<file path="config.mk">
export PLATFORM = sky130hd
export DESIGN_NAME = matrix_load_sequencer
export DESIGN_NICKNAME = d
export VERILOG_FILES = /design/src/rtl/matrix_load_sequencer.sv
export SDC_FILE = /design/constraint.sdc
export NUM_CORES = 1
export LEC_CHECK = 0
export ABC_AREA = 0
export BUFFER_PORTS_ARGS = -buffer_cell sky130_fd_sc_hd__buf_2
export CORE_AREA = 2 2 66 68
export DETAILED_ROUTE_END_ITERATION = 8
export DIE_AREA = 0 0 68 70
export PLACE_DENSITY = 0.84
export SETUP_SLACK_MARGIN = 0.5
export SYNTH_ARGS = -nofsm -noshare
export SYNTH_HDL_FRONTEND = slang
export SYNTH_SLANG_ARGS = --single-unit
</file>
<file path="constraint.sdc">
create_clock -name CLK -period 2.4 [get_ports CLK]
set_input_delay 0.24 -clock CLK [delete_from_list [all_inputs] [get_ports CLK]]
set_output_delay 0.24 -clock CLK [all_outputs]
set_load 0.01 [all_outputs]
</file>
<file path="src/rtl/matrix_load_sequencer.sv">
// Write-side sequencer for the 32-column dot-matrix pattern store.
// Arbitrates two column requesters plus an internal clear-all sequence onto the
// single column_id/in_column/LOAD port. Each write is spaced as setup, strobe,
// hold and a one-cycle done phase, so the store's LOAD rising edge always sees
// stable id and data.
// Optional build macro MATRIX_SEQ_LOCK_EN adds lock0/lock1. A requester that
// holds its lock during its done cycle keeps the port for back-to-back writes.
module matrix_load_sequencer #(
  parameter int unsigned SETUP_CYC  = 1,
  parameter int unsigned STROBE_CYC = 2,
  parameter int unsigned HOLD_CYC   = 1
) (
  input  logic        CLK,
  input  logic        RESET_N,
`ifdef MATRIX_SEQ_LOCK_EN
  input  logic        lock0,
  input  logic        lock1,
`endif
  input  logic        req0,
  input  logic [4:0]  id0,
  input  logic [15:0] data0,
  output logic        ack0,
  input  logic        req1,
  input  logic [4:0]  id1,
  input  logic [15:0] data1,
  output logic        ack1,
  input  logic        clr_req,
  output logic        clr_busy,
  output logic        busy,
  output logic [4:0]  column_id,
  output logic [15:0] in_column,
  output logic        LOAD
);

  localparam int unsigned MaxAb  = (SETUP_CYC > STROBE_CYC) ? SETUP_CYC : STROBE_CYC;
  localparam int unsigned MaxCyc = (MaxAb > HOLD_CYC) ? MaxAb : HOLD_CYC;
  localparam int unsigned CntW   = $clog2(MaxCyc + 1);

  localparam logic [CntW-1:0] SetupLast  = CntW'(SETUP_CYC - 1);
  localparam logic [CntW-1:0] StrobeLast = CntW'(STROBE_CYC - 1);
  localparam logic [CntW-1:0] HoldLast   = CntW'(HOLD_CYC - 1);

  typedef enum logic [2:0] {StIdle, StSetup, StStrobe, StHold, StDone} state_e;

  state_e          state_q, state_d;
  logic [CntW-1:0] cnt_q, cnt_d;
  logic            gnt_q, gnt_d;      // requester owning the current write
  logic            rr_q, rr_d;        // preferred requester on contention
  logic            clr_q, clr_d;
  logic [4:0]      clr_cnt_q, clr_cnt_d;
  logic [4:0]      col_q, col_d;
  logic [15:0]     dat_q, dat_d;
  logic            pick;
`ifdef MATRIX_SEQ_LOCK_EN
  logic            lock_q, lock_d;    // last owner asked to keep the port
`endif

  // Requester selection for an IDLE cycle: lock re-grant, else round-robin.
  always_comb begin
    pick = 1'b0;
`ifdef MATRIX_SEQ_LOCK_EN
    if (lock_q && (gnt_q ? req1 : req0)) begin
      pick = gnt_q;
    end else
`endif
    if (req0 && req1) begin
      pick = rr_q;
    end else begin
      pick = req1;
    end
  end

  // Next-state logic for the write/clear sequence.
  always_comb begin
    state_d   = state_q;
    cnt_d     = cnt_q;
    gnt_d     = gnt_q;
    rr_d      = rr_q;
    clr_d     = clr_q;
    clr_cnt_d = clr_cnt_q;
    col_d     = col_q;
    dat_d     = dat_q;
`ifdef MATRIX_SEQ_LOCK_EN
    lock_d    = lock_q;
`endif
    unique case (state_q)
      StIdle: begin
        cnt_d = '0;
`ifdef MATRIX_SEQ_LOCK_EN
        lock_d = 1'b0;  // a lock only carries into the very next idle cycle
`endif
        if (clr_req) begin
          clr_d     = 1'b1;
          clr_cnt_d = 5'd0;
          col_d     = 5'd0;
          dat_d     = 16'd0;
          state_d   = StSetup;
        end else if (req0 || req1) begin
          gnt_d   = pick;
          col_d   = pick ? id1 : id0;
          dat_d   = pick ? data1 : data0;
          state_d = StSetup;
        end
      end
      StSetup: begin
        if (cnt_q == SetupLast) begin
          cnt_d   = '0;
          state_d = StStrobe;
        end else begin
          cnt_d = cnt_q + 1'b1;
        end
      end
      StStrobe: begin
        if (cnt_q == StrobeLast) begin
          cnt_d   = '0;
          state_d = StHold;
        end else begin
          cnt_d = cnt_q + 1'b1;
        end
      end
      StHold: begin
        if (cnt_q == HoldLast) begin
          cnt_d   = '0;
          state_d = StDone;
        end else begin
          cnt_d = cnt_q + 1'b1;
        end
      end
      StDone: begin
        if (clr_q) begin
          if (clr_cnt_q != 5'd31) begin
            clr_cnt_d = clr_cnt_q + 5'd1;
            col_d     = clr_cnt_q + 5'd1;
            dat_d     = 16'd0;
            state_d   = StSetup;
          end else begin
            clr_d   = 1'b0;
            state_d = StIdle;
          end
        end else begin
          state_d = StIdle;
`ifdef MATRIX_SEQ_LOCK_EN
          if (gnt_q ? lock1 : lock0) begin
            lock_d = 1'b1;
          end else begin
            rr_d = ~gnt_q;
          end
`else
          rr_d = ~gnt_q;
`endif
        end
      end
      default: state_d = StIdle;
    endcase
  end

  // State registers; reset abandons any write or clear immediately.
  always_ff @(posedge CLK or negedge RESET_N) begin
    if (!RESET_N) begin
      state_q   <= StIdle;
      cnt_q     <= '0;
      gnt_q     <= 1'b0;
      rr_q      <= 1'b0;
      clr_q     <= 1'b0;
      clr_cnt_q <= 5'd0;
      col_q     <= 5'd0;
      dat_q     <= 16'd0;
`ifdef MATRIX_SEQ_LOCK_EN
      lock_q    <= 1'b0;
`endif
    end else begin
      state_q   <= state_d;
      cnt_q     <= cnt_d;
      gnt_q     <= gnt_d;
      rr_q      <= rr_d;
      clr_q     <= clr_d;
      clr_cnt_q <= clr_cnt_d;
      col_q     <= col_d;
      dat_q     <= dat_d;
`ifdef MATRIX_SEQ_LOCK_EN
      lock_q    <= lock_d;
`endif
    end
  end

  // Moore outputs decoded from the registered state.
  always_comb begin
    LOAD      = (state_q == StStrobe);
    busy      = (state_q != StIdle);
    clr_busy  = clr_q;
    ack0      = (state_q == StDone) && !clr_q && !gnt_q;
    ack1      = (state_q == StDone) && !clr_q && gnt_q;
    column_id = col_q;
    in_column = dat_q;
  end

endmodule

</file>
* Word level (Yosys, flattened, before mapping)
Cells that the tools add are included.
Widths: inputs -> output; s select.
** Storage, ports and cells
- Bits in registers :: 34
- Latch bits :: 0
- Bits in writable memories :: 0
- ROM bits :: 0
- Input port bits :: 47
- Output and inout port bits :: 26
- Word-level logic and storage cells :: 75
- Memories kept :: 0
** Cells by class
- Add/subtract/negate cells :: 2
- $mul :: 0
- Divide/modulo/power cells :: 0
- $lt $le $gt $ge :: 0
- Equality and inequality tests :: 13
- Shifts and indexed selects :: 0
- Multiplexer cells :: 30
- Bitwise logic cells :: 3
- Reductions and logical operators :: 19
** Operator list (count)
- $mux 16 :: 5
- $pmux 16 s2 :: 1
- $mux 5 :: 6
- $pmux 5 s2 :: 2
- $mux 3 :: 6
- $pmux 3 s5 :: 1
- $reduce_and 4->1 :: 3
- $ne 2x2->1 const B :: 5
- $eq 3x2->1 const B :: 2
- $pmux 2 s3 :: 1
- $reduce_bool 3->1 :: 2
- $add 5x1->5 const B :: 1
- $mux 1 :: 5
- $ne 5x5->1 const B :: 1
- $logic_and 1x1->1 :: 4
- $mux 2 :: 2
- $reduce_and 2->1 :: 2
- $eq 3x1->1 const B :: 1
- $eq 3x3->1 const B :: 1
- $logic_not 3->1 :: 1
- $ne 3x3->1 const B :: 1
- $not 1->1 :: 3
- $reduce_and 3->1 :: 1
- $add 2x1->2 const B :: 1
- 8 further kinds :: 9

* Logic depth before layout (Yosys ltp)
- Depth in word-level cells :: 6
- Mapped depth :: 8

* Worst setup path before layout
Ideal clock, no wire load.
- Path type :: reg-to-reg
- Start :: reg clr_cnt_q[0]
- End :: reg clr_cnt_q[3]
- Setup time :: 0.125 ns
- Arrival :: 1.770 ns
- Data required time :: 2.275 ns
- Path slack :: 0.505 ns
- Stages on the path, launching flop included :: 7
- Buffers on the path :: 0
- Clock period less this slack :: 1.895 ns
- Cell sequence :: dfrtp_1 ha_1 and3_1 ha_1 nand3b_1 a21boi_2 mux2_2
** On the way
- Cells in the longest elaborated chain, start to end :: 4
- Elaborated cells on any way between the ends :: 7
** RTL lines
- start: declaration :: RTL line 50 : logic [4:0] clr_cnt_q, clr_cnt_d;
- start signal: assignment :: RTL line 177 : clr_cnt_q <= clr_cnt_d;
- $add 5x1->5 :: RTL line 132 : clr_cnt_d = clr_cnt_q + 5'd1;
- $mux 5 :: RTL line 131 : if (clr_cnt_q != 5'd31) begin
- $mux 5 :: RTL line 130 : if (clr_q) begin
- $pmux 5 s2 :: RTL line 86 : unique case (state_q)
Several ways; a longest one is shown, not always the timed one. The select of a mux whose other input is x is not followed.
A chain may end at the register's enable or synchronous reset.

* Worst setup path in the final report
- Start :: reg clr_cnt_q[1]
- End :: reg clr_cnt_q[4]
The elaborated chain is that of the path after synthesis.

==> impl_metrics.csv <==
group,metric,value,unit
global_routing,antenna_found_initial,0,
pwr,cellLeakagePower,1.292,nW
die,coreArea,4144,sq um
global_routing,grt_max_degree,35,
critical_path,cp-start-kind,"flip-flop",
die,ios,73,
drt,routed_via_density,5.135,
drt,wl_per_cell,13.84,um
pwr,ir_worst_vdd,0.4095,mV
die,die_x,68,um
logic_synthesis,synth_cell_types,43,
clocking,clkSlewWorstSetupHoldPaths,0.07,ns
flow_run,cap_viol_max_count,0,
clocking,htreeDepth,2,
clocking,cts.sinks,34,
sta,setup_tns,0,ns
sta,rsz0062_at_grt,"no",
logic_synthesis,ys_seq_area_frac,0.4491,
global_routing,track_usage,0.1935,
layout,area_delta_synth_final,31.44,%
die,start_util,0.4571,
layout,fill_cells,355,
logic_synthesis,synth_area,1894,sq um
layout,drive_gt1_frac,0.4182,
run_status,outcome,"completed",
logic_synthesis,yosysMostFrequentCell,"dfrtp_1",
layout,multi_input_area,1011,sq um
drt,drt_first_pass_iters,4,
critical_path,cp_data_required_time,2.57,ns
pwr,finalPower,0.002513,W
drt,drcViolationCount,0,
global_routing,grt_overflow,0,
pwr,p_per_area,1009,nW/um^2
logic_synthesis,synthArstFlopShare,1.000,
sta,slew_violations,0,
logic_synthesis,synth_area_leaders,"dfrtp_1 45%, mux2i_1 9.0%, nand2_1 4.6%, o21ai_1 4.5%, ha_1 4.0%",
clocking,cts_tree,"yes",
die,dieArea,4760,sq um
sta,tightest_slew,0.7624,ns
critical_path,cp_max_fo,4,
drt,drtIter0Drc,106,
sta,hold_violations,0,
critical_path,critPathKind,"reg -> reg",
logic_synthesis,ys_ff_latch,34,
clocking,clockRootBuffer,"clkbuf_8",
critical_path,worstPathArrival,2.01,ns
place,globalplace.congestion,0.8710,
clocking,hold_buffers,0,
sta,period_share,0.7653,
place,hpwl,3.185,mm
logic_synthesis,syn-num-nets,246,
clocking,cts_buffers,5,
logic_synthesis,synth_edf_count,0,
place,port_buffers,72,
hold_path,hp-class,"in -> async",
die,fp.dieH,70,um
sta,setup_viol,0,
clocking,clk_latency,0.28,ns
global_routing,grt_pass1_wl,7.093,mm
sta,max_clock_freq,544.4,MHz
logic_synthesis,ys_warn_count,0,
logic_synthesis,synth_top_area_cell,"dfrtp_1",
logic_synthesis,synth_top_area_share,0.4491,
layout,final_util,0.6008,
drt,wl,4.527,mm
clocking,cts_buffer_depth,2,
drt,vias,1679,
logic_synthesis,avgSynthCellArea,9.815,sq um
layout,antenna_cells,0,
drt,ant_nets,0,
logic_synthesis,synth_ff_type,"dfrtp_1",
critical_path,worstSetupEndpointType,"flip-flop",
logic_synthesis,synthCells,193,
die,num_rows,24,
layout,nets,328,
sta,slew_headroom,0.4917,
sta,post-route-min-period,1.837,ns
global_routing,grt_pass1_vias,1621,
sta,clock_skew,0.005720,ns
layout,regArea,854.6,sq um
logic_synthesis,synth_common_cells,"34 x dfrtp_1, 23 x nand2_1, 19 x nor2_1",
-- worst paths after layout --
| kind | start | end | slack, ns | cells past startpoint |
|---|---|---|---|---|
| worst min-delay path | RESET_N | in_column[15]$_DFFE_PN0P_ | 0.02 | 1 |
| worst max-delay path | clr_cnt_q[1]$_DFFE_PN0P_ | clr_cnt_q[4]$_DFFE_PN0P_ | 0.56 | 6 |
| max in group asynchronous | RESET_N | state_q[1]$_DFFE_PN0P_ | 1.84 | 1 |
| min in group CLK | data1[7] | in_column[7]$_DFFE_PN0P_ | 0.23 | 3 |
| worst max register to register | clr_cnt_q[1]$_DFFE_PN0P_ | clr_cnt_q[4]$_DFFE_PN0P_ | 0.56 | 6 |
| worst min register to register | in_column[8]$_DFFE_PN0P_ | in_column[8]$_DFFE_PN0P_ | 0.48 | 2 |
-- through the flow --
step	hold WS (ns)	instance area [sq um]	worst slack, ns	std cells
finish	0.02275	2490	0.5632	327
global route	0.07262	2490	0.4872	327
CTS	0.04866	2400	0.4880	321
detailed placement	0.3536	2265	0.3867	309
global placement	0.3506	2265	0.4311	309
floorplan	-0.05559	1894	0.5052	193
-- cell type report --
cell class,instances,area share
clock buffers,5,0.02764
clock inverters,2,0.004020
inverters,4,0.006030
multi-input cells,145,0.4060
flip-flops and latches,34,0.3432
well taps,52,0.02613
repair buffers,85,0.1869
-- kinds of logic after synthesis --
kind of cell             synth area share
AO/OA/AOI/OAI                      0.1724
XOR/XNOR                          0.01387
adder cells (fa/ha/maj)           0.03963
buffers and inverters             0.04491
flip-flops                         0.4491
multiplexers                       0.1017
AND/OR/NAND/NOR                    0.1783
-- cells in the final DEF, fill, tap and decap left out, types with 6 or more instances in the layout --
cell and n:
a21oi_1 9, buf_2 72, buf_4 11, dfrtp_1 31
mux2i_1 17, nand2_1 23, nor2_1 18, o21ai_0 6
o21ai_1 17
-- state kept, by name, indices dropped and copies added, names as in the netlist --
signal	cells
gnt_q	1
state_q	3
rr_q	1
clr_busy	1
in_column	16
clr_cnt_q	5
cnt_q	2
column_id	5
-- power breakdown --
group | switching, W | total [W] | internal (W)
logic | 0.000674 | 0.00123 | 0.000552
registers | 0.000121 | 0.000893 | 0.000772
clock network | 0.000199 | 0.000394 | 0.000194
total | 0.000994 | 0.00251 | 0.00152
-- critical path, stage by stage, from the launching register on --
cell	delay, ns
dfrtp_1	0.43
ha_4	0.19
and3_4	0.18
ha_4	0.16
nand3b_1	0.20
a21boi_4	0.24
mux2_4	0.32
-- timing repair --
item | 4_1_cts | 5_1_grt
setup buffers | 5 | 6
gates resized for setup | 7 | 9
pin swaps | 1 | 2
endpoints found under the setup margin | 22 | 22
gates cloned | 0 | 0
-- metal layers --
| metal | wire, um | vias to the layer above | GRT usage |
|---|---|---|---|
| met5 | 0 | - | 0 |
| met4 | 89 | 0 | 0.06889 |
| met3 | 109 | 9 | 0.04187 |
| met2 | 2494 | 31 | 0.3333 |
| met1 | 1834 | 806 | 0.2314 |
| li1 | - | 833 | - |
No activity file was read; power rests on OpenSTA's default activity.
